## config.mk

```make
export PLATFORM = sky130hd
export DESIGN_NAME = booth_div_sequencer_flat
export DESIGN_NICKNAME = d
export VERILOG_FILES = /design/src/rtl/booth_div_sequencer_if.sv /design/src/rtl/booth_div_sequencer.sv /design/src/flat_wrapper.sv
export SDC_FILE = /design/constraint.sdc
export NUM_CORES = 1
export LEC_CHECK = 0
export CAP_MARGIN = 15
export CORE_UTILIZATION = 35
export DETAILED_ROUTE_END_ITERATION = 6
export PLACE_DENSITY = 0.58
export SYNTH_ARGS = -nofsm -noshare
export SYNTH_HDL_FRONTEND = slang
export SYNTH_SLANG_ARGS = --single-unit
```

## constraint.sdc

```tcl
create_clock -name clk -period 2.59 [get_ports clk]
set_input_delay 0.518 -clock clk [delete_from_list [all_inputs] [get_ports clk]]
set_output_delay 0.518 -clock clk [all_outputs]
set_load 0.05 [all_outputs]
```

## src/rtl/booth_div_sequencer_if.sv

```systemverilog
// booth_div_sequencer_if
//   Handshake and operand/result bundle between the bus-side wrapper and the
//   shared multiply/divide sequencer.
//   Parameter N : operand width.
//   Signals     : start, op, data_a, data_b   (wrapper -> sequencer)
//                 ready, busy, done, result_hi, result_lo, div_zero
//                                             (sequencer -> wrapper)
//   Modports    : master = wrapper side, slave = sequencer side.
interface booth_div_sequencer_if #(
  parameter int N = 4
) ();
  logic         start;
  logic         op;
  logic [N-1:0] data_a;
  logic [N-1:0] data_b;
  logic         ready;
  logic         busy;
  logic         done;
  logic [N-1:0] result_hi;
  logic [N-1:0] result_lo;
  logic         div_zero;

  modport master (
    output start, op, data_a, data_b,
    input  ready, busy, done, result_hi, result_lo, div_zero
  );

  modport slave (
    input  start, op, data_a, data_b,
    output ready, busy, done, result_hi, result_lo, div_zero
  );
endinterface

```

## src/rtl/booth_div_sequencer.sv

```systemverilog
// booth_div_sequencer
//   Iterative datapath/controller for the shared multiply/divide unit.
//   op=0: Booth radix-2 signed multiply, product = {result_hi, result_lo}.
//   op=1: non-restoring unsigned divide, result_lo = quotient,
//         result_hi = remainder.
//   Sequence: IDLE -start-> LOAD -> RUN (N cycles) -> FIX -> DONE -> IDLE.
//   Ports:
//     clk   : system clock, rising edge
//     rst_n : synchronous active-low reset
//     bus   : booth_div_sequencer_if.slave (start/op/data_a/data_b in,
//             ready/busy/done/result_hi/result_lo/div_zero out)
//   Optional feature macro: DIV_BY_ZERO_EN
//     defined   : divide by zero skips RUN/FIX, done in cycle 2, div_zero=1
//     undefined : divide by zero runs the full sequence, div_zero tied to 0
module booth_div_sequencer #(
  parameter int N = 4
) (
  input  logic                  clk,
  input  logic                  rst_n,
  booth_div_sequencer_if.slave  bus
);

  localparam int CW = (N > 1) ? $clog2(N) : 1;

  typedef enum logic [2:0] {
    S_IDLE,
    S_LOAD,
    S_RUN,
    S_FIX,
    S_DONE
  } state_t;

  state_t state_q, state_d;

  // A is one bit wider than the operands so -M of a full-scale negative
  // multiplicand and the divide partial remainder never overflow.
  logic [N:0]    a_q;
  logic [N-1:0]  q_q;
  logic          q_1_q;
  logic [N:0]    m_q;
  logic          op_q;
  logic [CW-1:0] count_q;

  logic [N-1:0]  result_hi_q;
  logic [N-1:0]  result_lo_q;

  // Single-iteration step results.
  logic [N:0]    a_sum;
  logic [N:0]    a_step;
  logic [N-1:0]  q_step;
  logic          q_1_step;
  logic [N:0]    a_sh;
  logic [N-1:0]  hi_fix;
  logic [N-1:0]  lo_fix;

`ifdef DIV_BY_ZERO_EN
  logic div_zero_q;
  logic div_zero_hit;
  assign div_zero_hit = bus.op && (bus.data_b == '0);
`endif

  // ---------------------------------------------------------------------
  // State register
  // ---------------------------------------------------------------------
  // NOTE: sequential state uses non-blocking assignments so every register
  // samples pre-edge values, independent of process ordering.
  always_ff @(posedge clk) begin
    if (!rst_n) state_q <= S_IDLE;
    else        state_q <= state_d;
  end

  // ---------------------------------------------------------------------
  // Next state and handshake outputs
  // ---------------------------------------------------------------------
  // NOTE: every output of this block gets a default first, so no path can
  // leave a value unassigned and infer a latch.
  always_comb begin
    state_d  = state_q;
    bus.ready = 1'b0;
    bus.busy  = 1'b0;
    bus.done  = 1'b0;
    unique case (state_q)
      S_IDLE: begin
        bus.ready = 1'b1;
        if (bus.start) state_d = S_LOAD;
      end
      S_LOAD: begin
        bus.busy = 1'b1;
        state_d  = S_RUN;
`ifdef DIV_BY_ZERO_EN
        if (div_zero_hit) state_d = S_DONE;
`endif
      end
      S_RUN: begin
        bus.busy = 1'b1;
        if (count_q == '0) state_d = S_FIX;
      end
      S_FIX: begin
        bus.busy = 1'b1;
        state_d  = S_DONE;
      end
      S_DONE: begin
        bus.done = 1'b1;
        state_d  = S_IDLE;
      end
      default: state_d = S_IDLE;
    endcase
  end

  // ---------------------------------------------------------------------
  // One iteration step and final correction
  // ---------------------------------------------------------------------
  always_comb begin
    a_sum    = a_q;
    a_step   = a_q;
    q_step   = q_q;
    q_1_step = q_1_q;
    a_sh     = {a_q[N-1:0], q_q[N-1]};
    if (!op_q) begin
      // Booth: recode {Q0, Q_1}, then arithmetic shift {A, Q, Q_1} right.
      unique case ({q_q[0], q_1_q})
        2'b10:   a_sum = a_q - m_q;
        2'b01:   a_sum = a_q + m_q;
        default: a_sum = a_q;
      endcase
      a_step   = {a_sum[N], a_sum[N:1]};
      q_step   = {a_sum[0], q_q[N-1:1]};
      q_1_step = q_q[0];
    end else begin
      // Non-restoring: shift {A, Q} left, subtract or add by sign of old A,
      // new quotient bit is the inverted sign of the new A.
      a_step = a_q[N] ? (a_sh + m_q) : (a_sh - m_q);
      q_step = {q_q[N-2:0], ~a_step[N]};
    end
  end

  // Divide remainder correction is done modulo 2^N; only the low N bits
  // of A + M survive in the remainder anyway.
  assign hi_fix = op_q ? (a_q[N] ? (a_q[N-1:0] + m_q[N-1:0]) : a_q[N-1:0])
                       : a_q[N-1:0];
  assign lo_fix = q_q;

  // ---------------------------------------------------------------------
  // Datapath registers
  // ---------------------------------------------------------------------
  always_ff @(posedge clk) begin
    if (!rst_n) begin
      a_q         <= '0;
      q_q         <= '0;
      q_1_q       <= 1'b0;
      m_q         <= '0;
      op_q        <= 1'b0;
      count_q     <= '0;
      result_hi_q <= '0;
      result_lo_q <= '0;
`ifdef DIV_BY_ZERO_EN
      div_zero_q  <= 1'b0;
`endif
    end else begin
      unique case (state_q)
        S_LOAD: begin
          op_q    <= bus.op;
          a_q     <= '0;
          q_q     <= bus.data_a;
          q_1_q   <= 1'b0;
          m_q     <= bus.op ? {1'b0, bus.data_b} : {bus.data_b[N-1], bus.data_b};
          count_q <= CW'(N - 1);
`ifdef DIV_BY_ZERO_EN
          if (div_zero_hit) begin
            result_hi_q <= bus.data_a;
            result_lo_q <= '1;
            div_zero_q  <= 1'b1;
          end
`endif
        end
        S_RUN: begin
          a_q     <= a_step;
          q_q     <= q_step;
          q_1_q   <= q_1_step;
          count_q <= count_q - 1'b1;
        end
        S_FIX: begin
          result_hi_q <= hi_fix;
          result_lo_q <= lo_fix;
`ifdef DIV_BY_ZERO_EN
          div_zero_q  <= 1'b0;
`endif
        end
        default: ;
      endcase
    end
  end

  assign bus.result_hi = result_hi_q;
  assign bus.result_lo = result_lo_q;
`ifdef DIV_BY_ZERO_EN
  assign bus.div_zero  = div_zero_q;
`else
  assign bus.div_zero  = 1'b0;
`endif

endmodule

```

## src/flat_wrapper.sv

```systemverilog
// flat-port wrapper written by rule: the top's interface ports become plain ports
module booth_div_sequencer_flat 
#(
  parameter int N = 4
)
  (clk, rst_n, bus_start, bus_op, bus_data_a, bus_data_b, bus_ready, bus_busy, bus_done, bus_result_hi, bus_result_lo, bus_div_zero);
  booth_div_sequencer_if #(.N(N)) bus_i ();
  input  logic clk;
  input  logic rst_n;
  input wire logic [$bits(bus_i.start)-1:0] bus_start;
  input wire logic [$bits(bus_i.op)-1:0] bus_op;
  input wire logic [$bits(bus_i.data_a)-1:0] bus_data_a;
  input wire logic [$bits(bus_i.data_b)-1:0] bus_data_b;
  output wire logic [$bits(bus_i.ready)-1:0] bus_ready;
  output wire logic [$bits(bus_i.busy)-1:0] bus_busy;
  output wire logic [$bits(bus_i.done)-1:0] bus_done;
  output wire logic [$bits(bus_i.result_hi)-1:0] bus_result_hi;
  output wire logic [$bits(bus_i.result_lo)-1:0] bus_result_lo;
  output wire logic [$bits(bus_i.div_zero)-1:0] bus_div_zero;
  assign bus_i.start = bus_start;
  assign bus_i.op = bus_op;
  assign bus_i.data_a = bus_data_a;
  assign bus_i.data_b = bus_data_b;
  assign bus_ready = bus_i.ready;
  assign bus_busy = bus_i.busy;
  assign bus_done = bus_i.done;
  assign bus_result_hi = bus_i.result_hi;
  assign bus_result_lo = bus_i.result_lo;
  assign bus_div_zero = bus_i.div_zero;
  booth_div_sequencer #(.N(N)) u_core (.clk(clk), .rst_n(rst_n), .bus(bus_i));
endmodule
```

==> metrics.yaml <==
outcome:
  status: "finished clean"
synth:
  synthAdderAreaFrac_pct: 12.07
  ys_seq_area_share_pct: 31.46
  ys.flop_type: "dfxtp_1"
  yosys.area_share.simple_pct: 17.29
  synth_mux_area_share_pct: 5.831
  synth_top_area_cell: "dfxtp_1"
  async_flop_share_pct: 0
  synthTopCellsByArea: "dfxtp_1, ha_1, a21oi_1"
  synth_edf_count: 0
  syn_nets: 248
  synth_compound_area_share_pct: 18.37
  synth_seq_cells: 29
  yosysTopAreaCellShare_pct: 31.46
  synth_cell_types: 45
  synth_warnings: 0
  avgSynthCellArea_um2: 8.389
  synthCells: 220
  synth-xor-area-share_pct: 8.000
  synth_top_family_by_area: "compound AO/OA/AOI/OAI gates"
  synth_area_um2: 1846
grt:
  grt_pass1_vias: 1413
  antenna_found_initial: 0
  gr-usage-all-layers_pct: 17.07
  grt_pass1_wl_um: 7003
  met1_usage_pct: 23.43
  grt_overflow: 0
  met2_usage_pct: 25.93
  grt_max_degree: 26
  use_met3_pct: 4.284
  busiest_layer: "met2"
sta:
  layout_setup_ws_ns: 0.1553
  fin_skew_ns: 0.003575
  post-route-period-util_pct: 94.00
  relSlewSlack_pct: 62.77
  min_period_ns: 2.435
  setup_viol: 0
  max_clock_freq_mhz: 410.7
  tightest_slew_ns: 0.5579
  slew_violations: 0
  rsz0062_at_grt: "false"
  hold_viol: 0
  tns_ns: 0
  holdWs_ns: 0.4560
worst_setup_path:
  cp-start-kind: "register"
  crit_chain: "inv_1 > ha_1 > nor2_1 > xor2_1 > ha_1 > nor2b_1 > o21a_1 > o21ba_2 > mux2_4 > xnor2_2 > o22ai_1"
  slowest_delay_ns: 0.37
  criticalPathCategory: "reg2reg"
  cpMostUsedCell: "ha_1"
  cp-end-kind: "register"
  crit_arrival_ns: 2.60
  path_max_fanout: 5
  path_delay_family: "adder cells"
  path_buf_inv: 1
  slowest_stage: "dfxtp_2"
  cp.required_ns: 2.75
flow_run:
  maxCapViolCount: 0
route:
  vias: 1543
  ant_nets: 0
  firstDrtPassIters: 4
  drt_wl_total_um: 4188
  drc: 0
  drt-wirelength-per-cell_um: 13.51
  drt-vias-per-instance: 4.977
  drt_iter0_drc: 47
min_path:
  hold_class: "reg2reg"
floorplanning:
  die_x_um: 74.62
  die_area_um2: 5567
  io_pins: 24
  core_area_um2: 5107
  rows: 26
  start_util_pct: 36.13
  die_h_um: 74.62
final_layout:
  fin_area_um2: 2211
  nets: 267
  utilization_pct: 43.29
  drive_gt1_share_pct: 10.00
  n_antenna_cell: 0
  syn_to_final_growth_pct: 19.80
power:
  switching_share_pct: 29.43
  clkPwrFrac_pct: 38.6
  cellLeakagePower_nw: 0.8650
  p_comb_share_pct: 22.1
  p_int_w: 0.0009071
  ir_drop_mv: 0.2594
  powerDensity_nw_per_um2: 581.4
  p_sw_w: 0.0003784
  seqPwrFrac_pct: 39.3
clock_network:
  numCtsBuffers: 5
  clk_pin_slew_ns: 0.07
  cts-root-buf: "clkbuf_8"
  cts_tree: "done"
  max-clock-path-buffers: 2
  cts_max_level: 2
  cts.sinks: 29
  clk_latency_ns: 0.28
placement:
  place.gp.congestion: 0.7759
  portBuffers: 22
  place_ws_ns: 0.07338
  hpwl_um: 3036
  post_dp_cell_area_um2: 2088
[timing repair]
item / in CTS / in global routing
hold buffers: 0 / 0
resized for setup: 0 / 4
endpoints found under the setup margin: 0 / 3
buffers inserted: 0 / 0
[metrics by stage]
stage / total power, W / cells
after CTS: 0.001303 / 310
after global routing: 0.001359 / 310
after floorplan: 0.0007283 / 220
after detailed placement: 0.0007993 / 302
after global placement: 0.0007972 / 302
final: 0.001285 / 310
[cell type report]
| class | instances | area [um2] |
|---|---|---|
| Inverter | 10 | 37.54 |
| Multi-Input combinational cell | 168 | 1142 |
| Clock inverter | 1 | 30.03 |
| Sequential cell | 29 | 584.3 |
| Tap cell | 70 | 87.58 |
| Timing Repair Buffer | 25 | 242.7 |
| Clock buffer | 7 | 86.33 |
| Fill cell | 535 | 2897 |
[worst reg2reg max path, stage by stage, from the launching register on]
cell and delay, ns:
dfxtp_2 0.37, inv_1 0.10, ha_1 0.25, nor2_1 0.14, xor2_1 0.16, ha_1 0.27, nor2b_1 0.14, o21a_1 0.18
o21ba_2 0.20, mux2_4 0.27, xnor2_2 0.15, o22ai_1 0.09
[path summary, 6_finish.rpt]
path	start	end	slack, ns	cells past startpoint
worst max-delay path	u_core.m_q[1]	u_core.a_q[3]	0.16	11
worst min-delay path	u_core.bus.result_hi[1]	u_core.bus.result_hi[1]	0.46	2
worst max register to register	u_core.m_q[1]	u_core.a_q[3]	0.16	11
worst min register to register	u_core.bus.result_hi[1]	u_core.bus.result_hi[1]	0.46	2
[sequential cells by signal, summed over array words and instances (netlist names)]
register and count:
u_core.a_q 5, u_core.m_q 5, u_core.bus.result_lo 4, u_core.bus.result_hi 4, u_core.lo_fix 4, u_core.op_q 1, u_core.q_1_q 1, u_core.state_q 3
u_core.count_q 2
[placed cells by master (no fill, tap or decap), types with 3 or more instances in the layout]
cell	n
nand2_1	19
mux2i_1	7
ha_1	13
dfxtp_1	26
xnor2_1	6
buf_4	3
inv_1	9
nor3_1	5
xor2_1	9
a21o_1	4
clkbuf_8	6
a211oi_1	3
dfxtp_2	3
a32oi_1	4
clkdlybuf4s50_1	22
a21oi_1	24
nor2_1	32
nor2_2	3
o21ai_0	7
[synth_stat cells (all sizes together), types with 2 or more instances]
library cell / count
nor2: 35
a21oi: 25
xor2: 9
nand2: 19
a211oi: 3
buf: 10
nor3: 5
inv: 9
o211ai: 2
and2: 2
a21o: 4
clkbuf: 3
fa: 3
o21ai: 8
dfxtp: 29
nand3: 2
nand3b: 2
a32oi: 4
mux2i: 7
ha: 13
mux2: 3
nand2b: 2
xnor2: 7
[power groups by stage]
stage / Combinational, W / Sequential [W] / Clock [W]
after floorplan: 0.000225 / 0.000503 / 0
after global routing: 0.000321 / 0.000508 / 0.000530
after global placement: 0.000283 / 0.000514 / 0
after CTS: 0.000288 / 0.000504 / 0.000512
final: 0.000285 / 0.000505 / 0.000496
after detailed placement: 0.000285 / 0.000514 / 0
[per-layer routing]
| layer | routed length, um | part of all wire (%) |
|---|---|---|
| met1 | 2085 | 50 |
| met2 | 1895 | 45 |
| met3 | 131 | 3.1 |
| met4 | 76 | 1.8 |
| met5 | 0 | 0 |
[cell families after synthesis]
family	Yosys count
buffers and inverters	23
muxes	10
other	1
DFF	29
AOI/OAI and AO/OA	54
and+or+nand+nor	71
xor gates and xnor gates	16
adders and majority gates	16
Power figures use the tool's default switching activity.
